## config.mk

```make
export PLATFORM = sky130hd
export DESIGN_NAME = fwd_hazard_ctrl
export DESIGN_NICKNAME = d
export VERILOG_FILES = /design/src/rtl/fwd_hazard_ctrl.sv
export SDC_FILE = /design/constraint.sdc
export NUM_CORES = 1
export LEC_CHECK = 0
export BUFFER_PORTS_ARGS = -buffer_cell sky130_fd_sc_hd__buf_4
export CAP_MARGIN = 20
export CORE_MARGIN = 2
export CORE_UTILIZATION = 54
export CTS_BUF_LIST = sky130_fd_sc_hd__clkbuf_8
export CTS_CLUSTER_SIZE = 14
export DETAILED_ROUTE_END_ITERATION = 12
export PLACE_DENSITY = 0.8
export SYNTH_ARGS = -nofsm -noshare
export SYNTH_HDL_FRONTEND = slang
export SYNTH_SLANG_ARGS = --single-unit
```

## constraint.sdc

```tcl
create_clock -name clk -period 1.7 [get_ports clk]
set_input_delay 0.255 -clock clk [delete_from_list [all_inputs] [get_ports clk]]
set_output_delay 0.255 -clock clk [all_outputs]
set_load 0.05 [all_outputs]
```

## src/rtl/fwd_hazard_ctrl.sv

```systemverilog
// fwd_hazard_ctrl
// Forwarding and load-use hazard controller for the 16-bit register bank.
// The block tracks the destination registers of the last three issued instructions.
// From that history it drives the registered operand bypass selects mux_sel_A/mux_sel_B:
//    00 register file, 01 ans_ex, 10 ans_dm, 11 ans_wb.
// It stalls issue for exactly one cycle when an operand needs a load that is still in EX.
//
// Optional build macro:
//    FWD_R0_ZERO_EN - register 0 is hardwired zero. A slot that writes r0 never forwards
//                     and never causes a stall, but it still occupies its pipeline slot.

module fwd_hazard_ctrl #(
   parameter int AW = 5
) (
   input  logic          clk,
   input  logic          rst_n,
   input  logic          id_valid,
   input  logic [AW-1:0] id_ra,
   input  logic [AW-1:0] id_rb,
   input  logic          id_use_a,
   input  logic          id_use_b,
   input  logic [AW-1:0] id_rw,
   input  logic          id_we,
   input  logic          id_load,
   input  logic          flush,
   output logic          stall,
   output logic          issue,
   output logic [1:0]    mux_sel_A,
   output logic [1:0]    mux_sel_B
);

   // Slot tracker. Index 0 is S1 (youngest, now in EX), 1 is S2 (DM), 2 is S3 (WB).
   logic [2:0]    slot_v;
   logic [2:0]    slot_we;
   logic [2:0]    slot_load;
   logic [AW-1:0] slot_rw [3];

   // Slot-qualifies-as-producer flags, after the optional r0 rule
   logic [2:0]    slot_live;

   // Per-slot hits against the decode operands
   logic [2:0]    hit_a;
   logic [2:0]    hit_b;

   logic [1:0]    sel_a_next;
   logic [1:0]    sel_b_next;

   // Youngest hit wins: EX beats DM beats WB, so an older value is never chosen
   function automatic logic [1:0] pick_src(input logic [2:0] hits);
      logic [1:0] src;
      src = 2'b00;
      if (hits[0])
         src = 2'b01;
      else if (hits[1])
         src = 2'b10;
      else if (hits[2])
         src = 2'b11;
      return src;
   endfunction

`ifdef FWD_R0_ZERO_EN
   // With r0 hardwired to zero, a slot targeting r0 never produces a usable value
   always_comb begin
      slot_live = '0;
      for (int i = 0; i < 3; i++) begin
         slot_live[i] = |slot_rw[i];
      end
   end
`else
   // r0 is an ordinary register, so every slot is a candidate producer
   always_comb begin
      slot_live = 3'b111;
   end
`endif

   // Compare each tracked destination against the operands decode actually reads
   always_comb begin
      hit_a = '0;
      hit_b = '0;
      for (int i = 0; i < 3; i++) begin
         hit_a[i] = slot_v[i] & slot_we[i] & slot_live[i] & (slot_rw[i] == id_ra) & id_use_a;
         hit_b[i] = slot_v[i] & slot_we[i] & slot_live[i] & (slot_rw[i] == id_rb) & id_use_b;
      end
   end

   // A load in EX cannot feed decode yet; flush kills the instruction, so flush beats stall
   always_comb begin
      stall = id_valid & ~flush & slot_load[0] & (hit_a[0] | hit_b[0]);
      issue = id_valid & ~flush & ~stall;
   end

   // Next bypass selects, forced to register path whenever nothing issues
   always_comb begin
      sel_a_next = 2'b00;
      sel_b_next = 2'b00;
      if (issue) begin
         sel_a_next = pick_src(hit_a);
         sel_b_next = pick_src(hit_b);
      end
   end

   // Advance the slot history every edge and register the selects beside the bank reads
   always_ff @(posedge clk or negedge rst_n) begin
      if (!rst_n) begin
         slot_v     <= '0;
         slot_we    <= '0;
         slot_load  <= '0;
         slot_rw[0] <= '0;
         slot_rw[1] <= '0;
         slot_rw[2] <= '0;
         mux_sel_A  <= 2'b00;
         mux_sel_B  <= 2'b00;
      end else begin
         slot_v[2]    <= slot_v[1];
         slot_we[2]   <= slot_we[1];
         slot_load[2] <= slot_load[1];
         slot_rw[2]   <= slot_rw[1];
         slot_v[1]    <= slot_v[0];
         slot_we[1]   <= slot_we[0];
         slot_load[1] <= slot_load[0];
         slot_rw[1]   <= slot_rw[0];
         slot_v[0]    <= issue;
         slot_we[0]   <= issue & id_we;
         slot_load[0] <= issue & id_load;
         slot_rw[0]   <= issue ? id_rw : '0;
         mux_sel_A    <= sel_a_next;
         mux_sel_B    <= sel_b_next;
      end
   end

endmodule

```

==> results of run 1 <==
layout by cell type, fill, tap and decap left out, types with 3 or more instances in the layout:
| master | n |
|---|---|
| nand3_1 | 3 |
| nand4_1 | 6 |
| dfrtp_1 | 26 |
| xor2_1 | 15 |
| xnor2_1 | 15 |
| buf_4 | 45 |
| and2_4 | 7 |
| clkbuf_8 | 4 |
layout make-up:
type / count / area share (%)
sequential: 26 / 38.7
multi-input combinational: 69 / 33.5
timing repair buffer: 48 / 22.0
clock buffer: 4 / 3.27
tap: 28 / 2.08
inverter: 2 / 0.446
what timing repair did:
action / in CTS / in global routing
pin swaps: 1 / 4
endpoints found under the setup margin: 11 / 13
setup buffers: 1 / 0
hold buffers: 1 / 0
gates resized for setup: 3 / 2
endpoints found under the hold margin: 26 / 0
state kept, by name, summed over array words and instances (netlist names):
name and count:
mux_sel_A 2, slot_load 1, slot_rw 15, mux_sel_B 2, slot_we 3, slot_v 3
cells in the mapped netlist, drive strengths merged:
| master | number |
|---|---|
| o21a | 1 |
| xnor2 | 15 |
| and3 | 2 |
| xor2 | 15 |
| a31oi | 1 |
| nor2 | 2 |
| nand3 | 3 |
| a211oi | 1 |
| nor2b | 3 |
| or2 | 1 |
| dfrtp | 26 |
| and2 | 9 |
| nand4 | 6 |
| a21oi | 1 |
| buf | 1 |
| o31ai | 1 |
| nor4 | 4 |
| nor3 | 3 |
| nand2b | 1 |
| inv | 2 |
worst max path at each step:
| stage | cells past startpoint | startpoint | to |
|---|---|---|---|
| finish | 6 | slot_rw[14] | stall |
| global route | 6 | slot_rw[14] | stall |
| CTS | 6 | slot_rw[14] | stall |
| detailed placement | 5 | slot_rw[11] | stall |
| global placement | 6 | slot_rw[10] | stall |
| floorplan | 5 | slot_rw[14] | stall |
power by group:
part	switching (mW)	leakage [nW]	internal, mW	total [mW]
registers	0.0192	0.350	0.639	0.658
clock network	0.191	0.0288	0.207	0.398
logic	0.0851	0.427	0.106	0.191
kinds of logic after synthesis:
family	Yosys count
flops	26
buf+inv	3
compound gates	5
xor+xnor	30
simple gates	34
metal layers:
| layer | track usage, % | part of all wire, % | vias to the layer above |
|---|---|---|---|
| met4 | 10.5 | 1.2 | 0 |
| met1 | 30.8 | 41 | 456 |
| li1 | - | - | 435 |
| met2 | 41.8 | 53 | 35 |
| met5 | 0 | 0 | - |
| met3 | 5.56 | 5.1 | 4 |
worst max-delay path, cell delays in order, from the launching register on:
cell and delay [ns]:
dfrtp_1 0.42, xor2_1 0.16, nor4_2 0.35, and2_1 0.22
inv_2 0.05, a211oi_4 0.20, buf_6 0.19
==> results.cfg, run 1 <==
[route]
ant_nets = 0
routedWlPerCell_um = 15.7
drc_errors = 0
wirelength_um = 2770
num_vias = 930
firstDrtPassIters = 4
drtIter0Drc = 10
avgViaCountPerCell = 5.25

[timing]
tns_ns = -2.05
finalCritPeriodShare_pct = 124
final_hold_viol_count = 0
max_freq_mhz = 474
period_minus_slack_ns = 2.11
finClkSkew_ns = 0.00880
rsz0062_at_grt = yes
tightest_slew_ns = 0.338
drv_slew = 0
finalSetupViolations = 11
timing.hold.ws_ns = 0.195
final.setup.worst_slack_ns = -0.412
slew_headroom_pct = 77.5

[logic_synthesis]
synth_top_family_by_area = XOR/XNOR gates
synth_xor_area_share_pct = 21.8
ys_seq_area_share_pct = 53.9
synthMuxAreaShare_pct = 0
synthAdderAreaFrac_pct = 0
yosys.cell_types.count = 25
synth-compound-area-share_pct = 2.80
avgSynthCellArea_um2 = 12.3
syn_nets = 121
ys_ff_latch = 26
synth_top_area_cell = dfrtp_1
synth_area_leaders = dfrtp_1 (54%), xnor2_1 (11%), xor2_1 (11%)
syn_inst = 98
yosysWarnings = 0
yosys.area_share.simple_pct = 19.9
yosysTopAreaCellShare_pct = 53.9
syn-cell-area_um2 = 1210

[placed_design]
place_hpwl_um = 2100
dpl_cell_area_um2 = 1590
place_inst = 171
gp_congestion = 0.890
io_buffers = 28
place_ws_ns = -0.123

[layout]
fill_cells = 150
drive_gt1_share_pct = 45.0
instances_no_fill = 177
design_area_um2 = 1680
final_util_pct = 77.5
regArea_um2 = 651
antennaDiodeCount = 0
multi_input_area_um2 = 563
area_growth_pct = 39.4
finalNetCount = 173

[die]
rows = 17
core_area_um2 = 2170
start_util_pct = 55.6
die_area_um2 = 2630
die_h_um = 51.3
io-pin-count = 29
die_x_um = 51.3

[clock_network]
cts.clk_slew.worst_paths_ns = 0.09
clk_path_buf_depth = 2
htreeDepth = 1
cts_sinks = 26
cts_buffers = 3
root_buffer = clkbuf_8
cts_tree = done
clkLatencyLatePin_ns = 0.27

[worst_hold_path]
hold_end = slot_load[0]
hold_class = in2reg
hold_depth = 2
holdCritStartpoint = id_load

[power_and_ir_drop]
power_mw = 1.25
p_leak_nw = 0.806
powerDensity_nw_per_um2 = 741
ir_drop_v = 0.000823

[global_route]
overflow = 0
antenna_found_initial = 0
grt_usage_pct = 24.8
grt_max_degree = 27
grt_pass1_wl_um = 4730
grt_pass1_vias = 1055

[worst_setup_path]
worst_r2r_path_depth = 8
critPathKind = reg2out
rrSetupSlack_ns = -0.18
critPathLaunchType = flop
worstPathArrival_ns = 1.86
cp_max_fo = 3
reg2reg_to = slot_rw[14]
endpoint_kind = primary output
critPathRequiredTime_ns = 1.44
r2r-start = slot_rw[14]

[outcome]
run_status = complete, but fails checks
violations = setup timing

[run]
drv_cap = 0
Power figures use the tool's default switching activity.
==> run 2: changes to the inputs <==
--- a/config.mk
+++ b/config.mk
@@ -13,6 +13,7 @@
 export CTS_CLUSTER_SIZE = 14
 export DETAILED_ROUTE_END_ITERATION = 12
 export PLACE_DENSITY = 0.8
+export REMOVE_ABC_BUFFERS = 1
 export SYNTH_ARGS = -nofsm -noshare
 export SYNTH_HDL_FRONTEND = slang
 export SYNTH_SLANG_ARGS = --single-unit
==> results.cfg, run 2 (synthesis gave the netlist of run 1 again) <==
[outcome]
run_status = complete, but fails checks
violations = setup timing

[die]
die_x_um = 51.3
die_area_um2 = 2630
die_h_um = 51.3
core_area_um2 = 2170
rows = 17
start_util_pct = 55.6
io-pin-count = 29

[layout]
layout_commonest_cell = buf_4
layout_common_cells = buf_4 (47), dfrtp_1 (26), xnor2_1 (13), xor2_1 (13), and2_4 (8)
largest_reg_flops = 15
fill_cells = 129
drive_gt1_share_pct = 49.7
area_growth_pct = 47.0
top_register = slot_rw
reg_top3 = slot_rw x15, slot_v x3, slot_we x3
instances_no_fill = 181
design_area_um2 = 1770
finalNetCount = 177
antennaDiodeCount = 0

[route]
wirelength_um = 3040
num_vias = 958
firstDrtPassIters = 4
ant_nets = 0
drc_errors = 0
routed.top_layer = met4
avgViaCountPerCell = 5.29
wl_met2_um = 1580
route.met3.wl_um = 168
drtIter0Drc = 25
drt-met1-wl_um = 1230
routedWlPerCell_um = 16.8

[worst_setup_path]
critPathRequiredTime_ns = 1.44
worstPathArrival_ns = 1.90
critPathKind = reg2out
cp_max_fo = 3
rrSetupSlack_ns = -0.17
critPathLaunchType = flop
endpoint_kind = primary output

[clock_network]
clk_path_buf_depth = 2
cts_tree = done
clkLatencyLatePin_ns = 0.28
cts_sinks = 26
htreeDepth = 1
cts_buffers = 3
root_buffer = clkbuf_8
cts.clk_slew.worst_paths_ns = 0.09

[timing]
drv_slew = 0
final.setup.worst_slack_ns = -0.450
rsz0062_at_grt = yes
tns_ns = -2.08
max_freq_mhz = 465
period_minus_slack_ns = 2.15
slew_headroom_pct = 77.0
finalCritPeriodShare_pct = 126
finClkSkew_ns = 0.00636
finalSetupViolations = 11
tightest_slew_ns = 0.343
final_hold_viol_count = 0

[global_route]
overflow = 0
grt_usage_pct = 24.8
grt_pass1_vias = 1035
antenna_found_initial = 0
grt_pass1_wl_um = 4650
grt_max_degree = 27

[placed_design]
place_inst = 170
gp_congestion = 0.848
place_hpwl_um = 1950
io_buffers = 28
dpl_cell_area_um2 = 1570
place_ws_ns = -0.180

[run]
drv_cap = 0

[worst_hold_path]
hold_class = in2reg

[power_and_ir_drop]
powerDensity_nw_per_um2 = 781
p_leak_nw = 0.851
ir_drop_v = 0.000698
==> run 2: changes by cell type in the layout (fill, tap and decap cells not counted), sizes merged <==
cell    change
bufinv      +1
buf         +4
clkbuf      -1
==> run 2: power breakdown <==
| group | internal [mW] | leakage (nW) | switching (mW) |
|---|---|---|---|
| combinational | 0.115 | 0.465 | 0.0941 |
| sequential | 0.639 | 0.350 | 0.0204 |
| clock | 0.316 | 0.0357 | 0.200 |
| total | 1.07 | 0.851 | 0.314 |
==> run 2: what timing repair did <==
action / in CTS / in global routing
hold buffers: 1 / 0
setup buffers: 5 / 1
resized for setup: 7 / 9
pin swaps: 5 / 7
endpoints found under the hold margin: 26 / 0
endpoints found under the setup margin: 10 / 12
==> run 2: path summary, 6_finish.rpt <==
check,start,end,depth (start not counted)
min in group asynchronous,rst_n,mux_sel_A[1],2
max in group asynchronous,rst_n,slot_rw[5],2
hold / removal,id_rw[2],slot_rw[12],2
setup reg to reg,slot_rw[13],slot_load[0],8
hold reg to reg,slot_v[1],slot_v[2],0
setup / recovery,slot_rw[13],stall,6
==> run 2: final cells by class <==
cell class	count	area (um2)	area share, %
Clock buffer	3	41.3	2.33
Clock inverter	1	30.0	1.69
Inverter	2	7.51	0.423
Multi-Input combinational cell	69	597	33.7
Sequential cell	26	651	36.7
Tap cell	28	35.0	1.98
Timing Repair Buffer	52	412	23.2
==> run 2: per-stage QoR <==
step	hold slack [ns]	power (mW)	util, %
after floorplan	-0.0406	0.741	-
after CTS	0.192	1.37	79.2
after global placement	0.172	0.843	72.3
after global routing	0.185	1.43	81.7
final	0.193	1.38	81.7
after detailed placement	0.181	0.849	72.3
==> run 2: per-layer routing <==
metal  GRT usage, %  vias up
li1               -      441
met1           31.3      470
met2           42.2       40
met3           4.39        7
met4           10.1        0
met5              0        -
==> run 2: worst max-delay path, stage by stage (launching register included) <==
cell	delay (ns)
dfrtp_1	0.43
xor2_2	0.17
nor4_4	0.33
and2_4	0.21
inv_2	0.03
a211oi_2	0.25
buf_6	0.19
==> run 3: changes to the inputs <==
--- a/config.mk
+++ b/config.mk
@@ -8,11 +8,11 @@
 export BUFFER_PORTS_ARGS = -buffer_cell sky130_fd_sc_hd__buf_4
 export CAP_MARGIN = 20
 export CORE_MARGIN = 2
-export CORE_UTILIZATION = 54
+export CORE_UTILIZATION = 58
 export CTS_BUF_LIST = sky130_fd_sc_hd__clkbuf_8
 export CTS_CLUSTER_SIZE = 14
 export DETAILED_ROUTE_END_ITERATION = 12
-export PLACE_DENSITY = 0.8
+export PLACE_DENSITY = 0.85
 export REMOVE_ABC_BUFFERS = 1
 export SYNTH_ARGS = -nofsm -noshare
 export SYNTH_HDL_FRONTEND = slang
==> constraint.sdc (replaced) <==
create_clock -name clk -period 2.6 [get_ports clk]
set_input_delay 0.39 -clock clk [delete_from_list [all_inputs] [get_ports clk]]
set_output_delay 0.39 -clock clk [all_outputs]
set_load 0.05 [all_outputs]
==> results.cfg, run 3 (synthesis gave the netlist of run 1 again) <==
[worst_setup_path]
critPathLaunchType = flop
cp_top_family = simple AND/OR/NAND/NOR gates
max_stage_delay_ns = 0.43
endpoint_kind = primary output
worst_r2r_path_depth = 5
reg2reg_to = slot_rw[12]
r2r-start = slot_rw[11]
critPathRequiredTime_ns = 2.21
path_cells = xor2_1 -> nor4_2 -> a31oi_1 -> nor2b_4 -> buf_4
critPathKind = reg2out
cp_max_fo = 10
rrSetupSlack_ns = 0.91
critical_path_buf_inv_count = 1
worstPathArrival_ns = 1.97
slowest_stage = dfrtp_1

[timing]
finClkSkew_ns = 0.00554
finalCritPeriodShare_pct = 90.7
max_freq_mhz = 424
tightest_slew_ns = 0.430
period_minus_slack_ns = 2.36
slew_headroom_pct = 71.1
tns_ns = 0
drv_slew = 0
final_hold_viol_count = 0
rsz0062_at_grt = no
final.setup.worst_slack_ns = 0.243
finalSetupViolations = 0

[layout]
reg_top3 = slot_rw x15, slot_v x3, slot_we x3
top_register = slot_rw
area_growth_pct = 23.9
final_util_pct = 76.1
finalNetCount = 153
antennaDiodeCount = 0
layout_common_cells = buf_4 (28), dfrtp_1 (26), xnor2_1 (15), xor2_1 (15), and2_4 (7)
drive_gt1_share_pct = 34.1
layout_commonest_cell = buf_4
largest_reg_flops = 15
instances_no_fill = 156

[clock_network]
cts_tree = done
ctsHoldBuffers = 0
cts_buffers = 3
cts_sinks = 26
htreeDepth = 1
cts.clk_slew.worst_paths_ns = 0.08
post_cts_buffers = 0
cts_resized = 0
clk_path_buf_depth = 2
clkLatencyLatePin_ns = 0.26
root_buffer = clkbuf_8

[die]
core_area_um2 = 1960
io-pin-count = 29
rows = 16
die_x_um = 49.6
die_area_um2 = 2460
die_h_um = 49.6
start_util_pct = 61.5

[placed_design]
place_hpwl_um = 1780
place_ws_ns = 0.497
io_buffers = 28
place_inst = 152
gp_congestion = 0.839

[route]
firstDrtPassIters = 5
avgViaCountPerCell = 5.41
routedWlPerCell_um = 14.8
drc_errors = 0
num_vias = 844
wirelength_um = 2310
drtIter0Drc = 13
ant_nets = 0

[outcome]
run_status = finished clean

[global_route]
antenna_found_initial = 0
grt_usage_pct = 22.1
grt_pass1_vias = 907
overflow = 0
grt_max_degree = 27
grt_pass1_wl_um = 4010

[run]
drv_cap = 0

[power_and_ir_drop]
p_leak_nw = 0.705
power_mw = 0.780
ir_drop_v = 0.000547
powerDensity_nw_per_um2 = 522

[worst_hold_path]
hold_class = in2async
[run 3: cell count changes in the layout (fill, tap and decap cells not counted), moves of 2 or more]
cell     delta
xnor2_1     +2
buf_4      -19
buf_6       -3
xor2_1      +2
xor2_2      -2
xnor2_2     -2
[run 3: worst max path at each step]
| stage | start | endpoint | slack [ns] | cells after the start |
|---|---|---|---|---|
| floorplan | slot_rw[13] | stall | -0.06 | 5 |
| global route | slot_rw[11] | issue | 0.12 | 5 |
| detailed placement | id_rb[3] | stall | 0.50 | 7 |
| CTS | slot_rw[11] | stall | 0.26 | 6 |
| finish | slot_rw[11] | issue | 0.24 | 5 |
| global placement | id_rb[3] | stall | 0.52 | 7 |
[run 3: where the power goes]
| part | switching (mW) | leakage, nW | internal [mW] |
|---|---|---|---|
| registers | 0.0138 | 0.350 | 0.418 |
| logic | 0.0470 | 0.326 | 0.0536 |
| clock network | 0.113 | 0.0288 | 0.135 |
| total | 0.174 | 0.705 | 0.606 |
[run 3: cell type report]
type / count / area (um2)
repair buffers: 28 / 210
fillers: 151 / 468
clock buffers: 4 / 55.1
inverters: 2 / 7.51
flip-flops and latches: 26 / 651
multi-input cells: 69 / 537
well taps: 27 / 33.8
[run 3: per-stage QoR]
step	instance area, um2	hold WS [ns]
after floorplan	1190	0.0944
after global placement	1440	0.306
after detailed placement	1440	0.311
after CTS	1490	0.0164
after global routing	1490	0.0166
final	1490	0.00948
[run 3: per-layer routing]
| layer | share of wire (%) | up-vias | wire [um] | global-route usage (%) |
|---|---|---|---|---|
| met4 | 2.3 | 0 | 54 | 10.6 |
| li1 | - | 392 | - | - |
| met3 | 6.1 | 8 | 142 | 5.45 |
| met1 | 40 | 405 | 935 | 24.5 |
| met5 | 0 | - | 0 | 0 |
| met2 | 51 | 39 | 1180 | 39.1 |
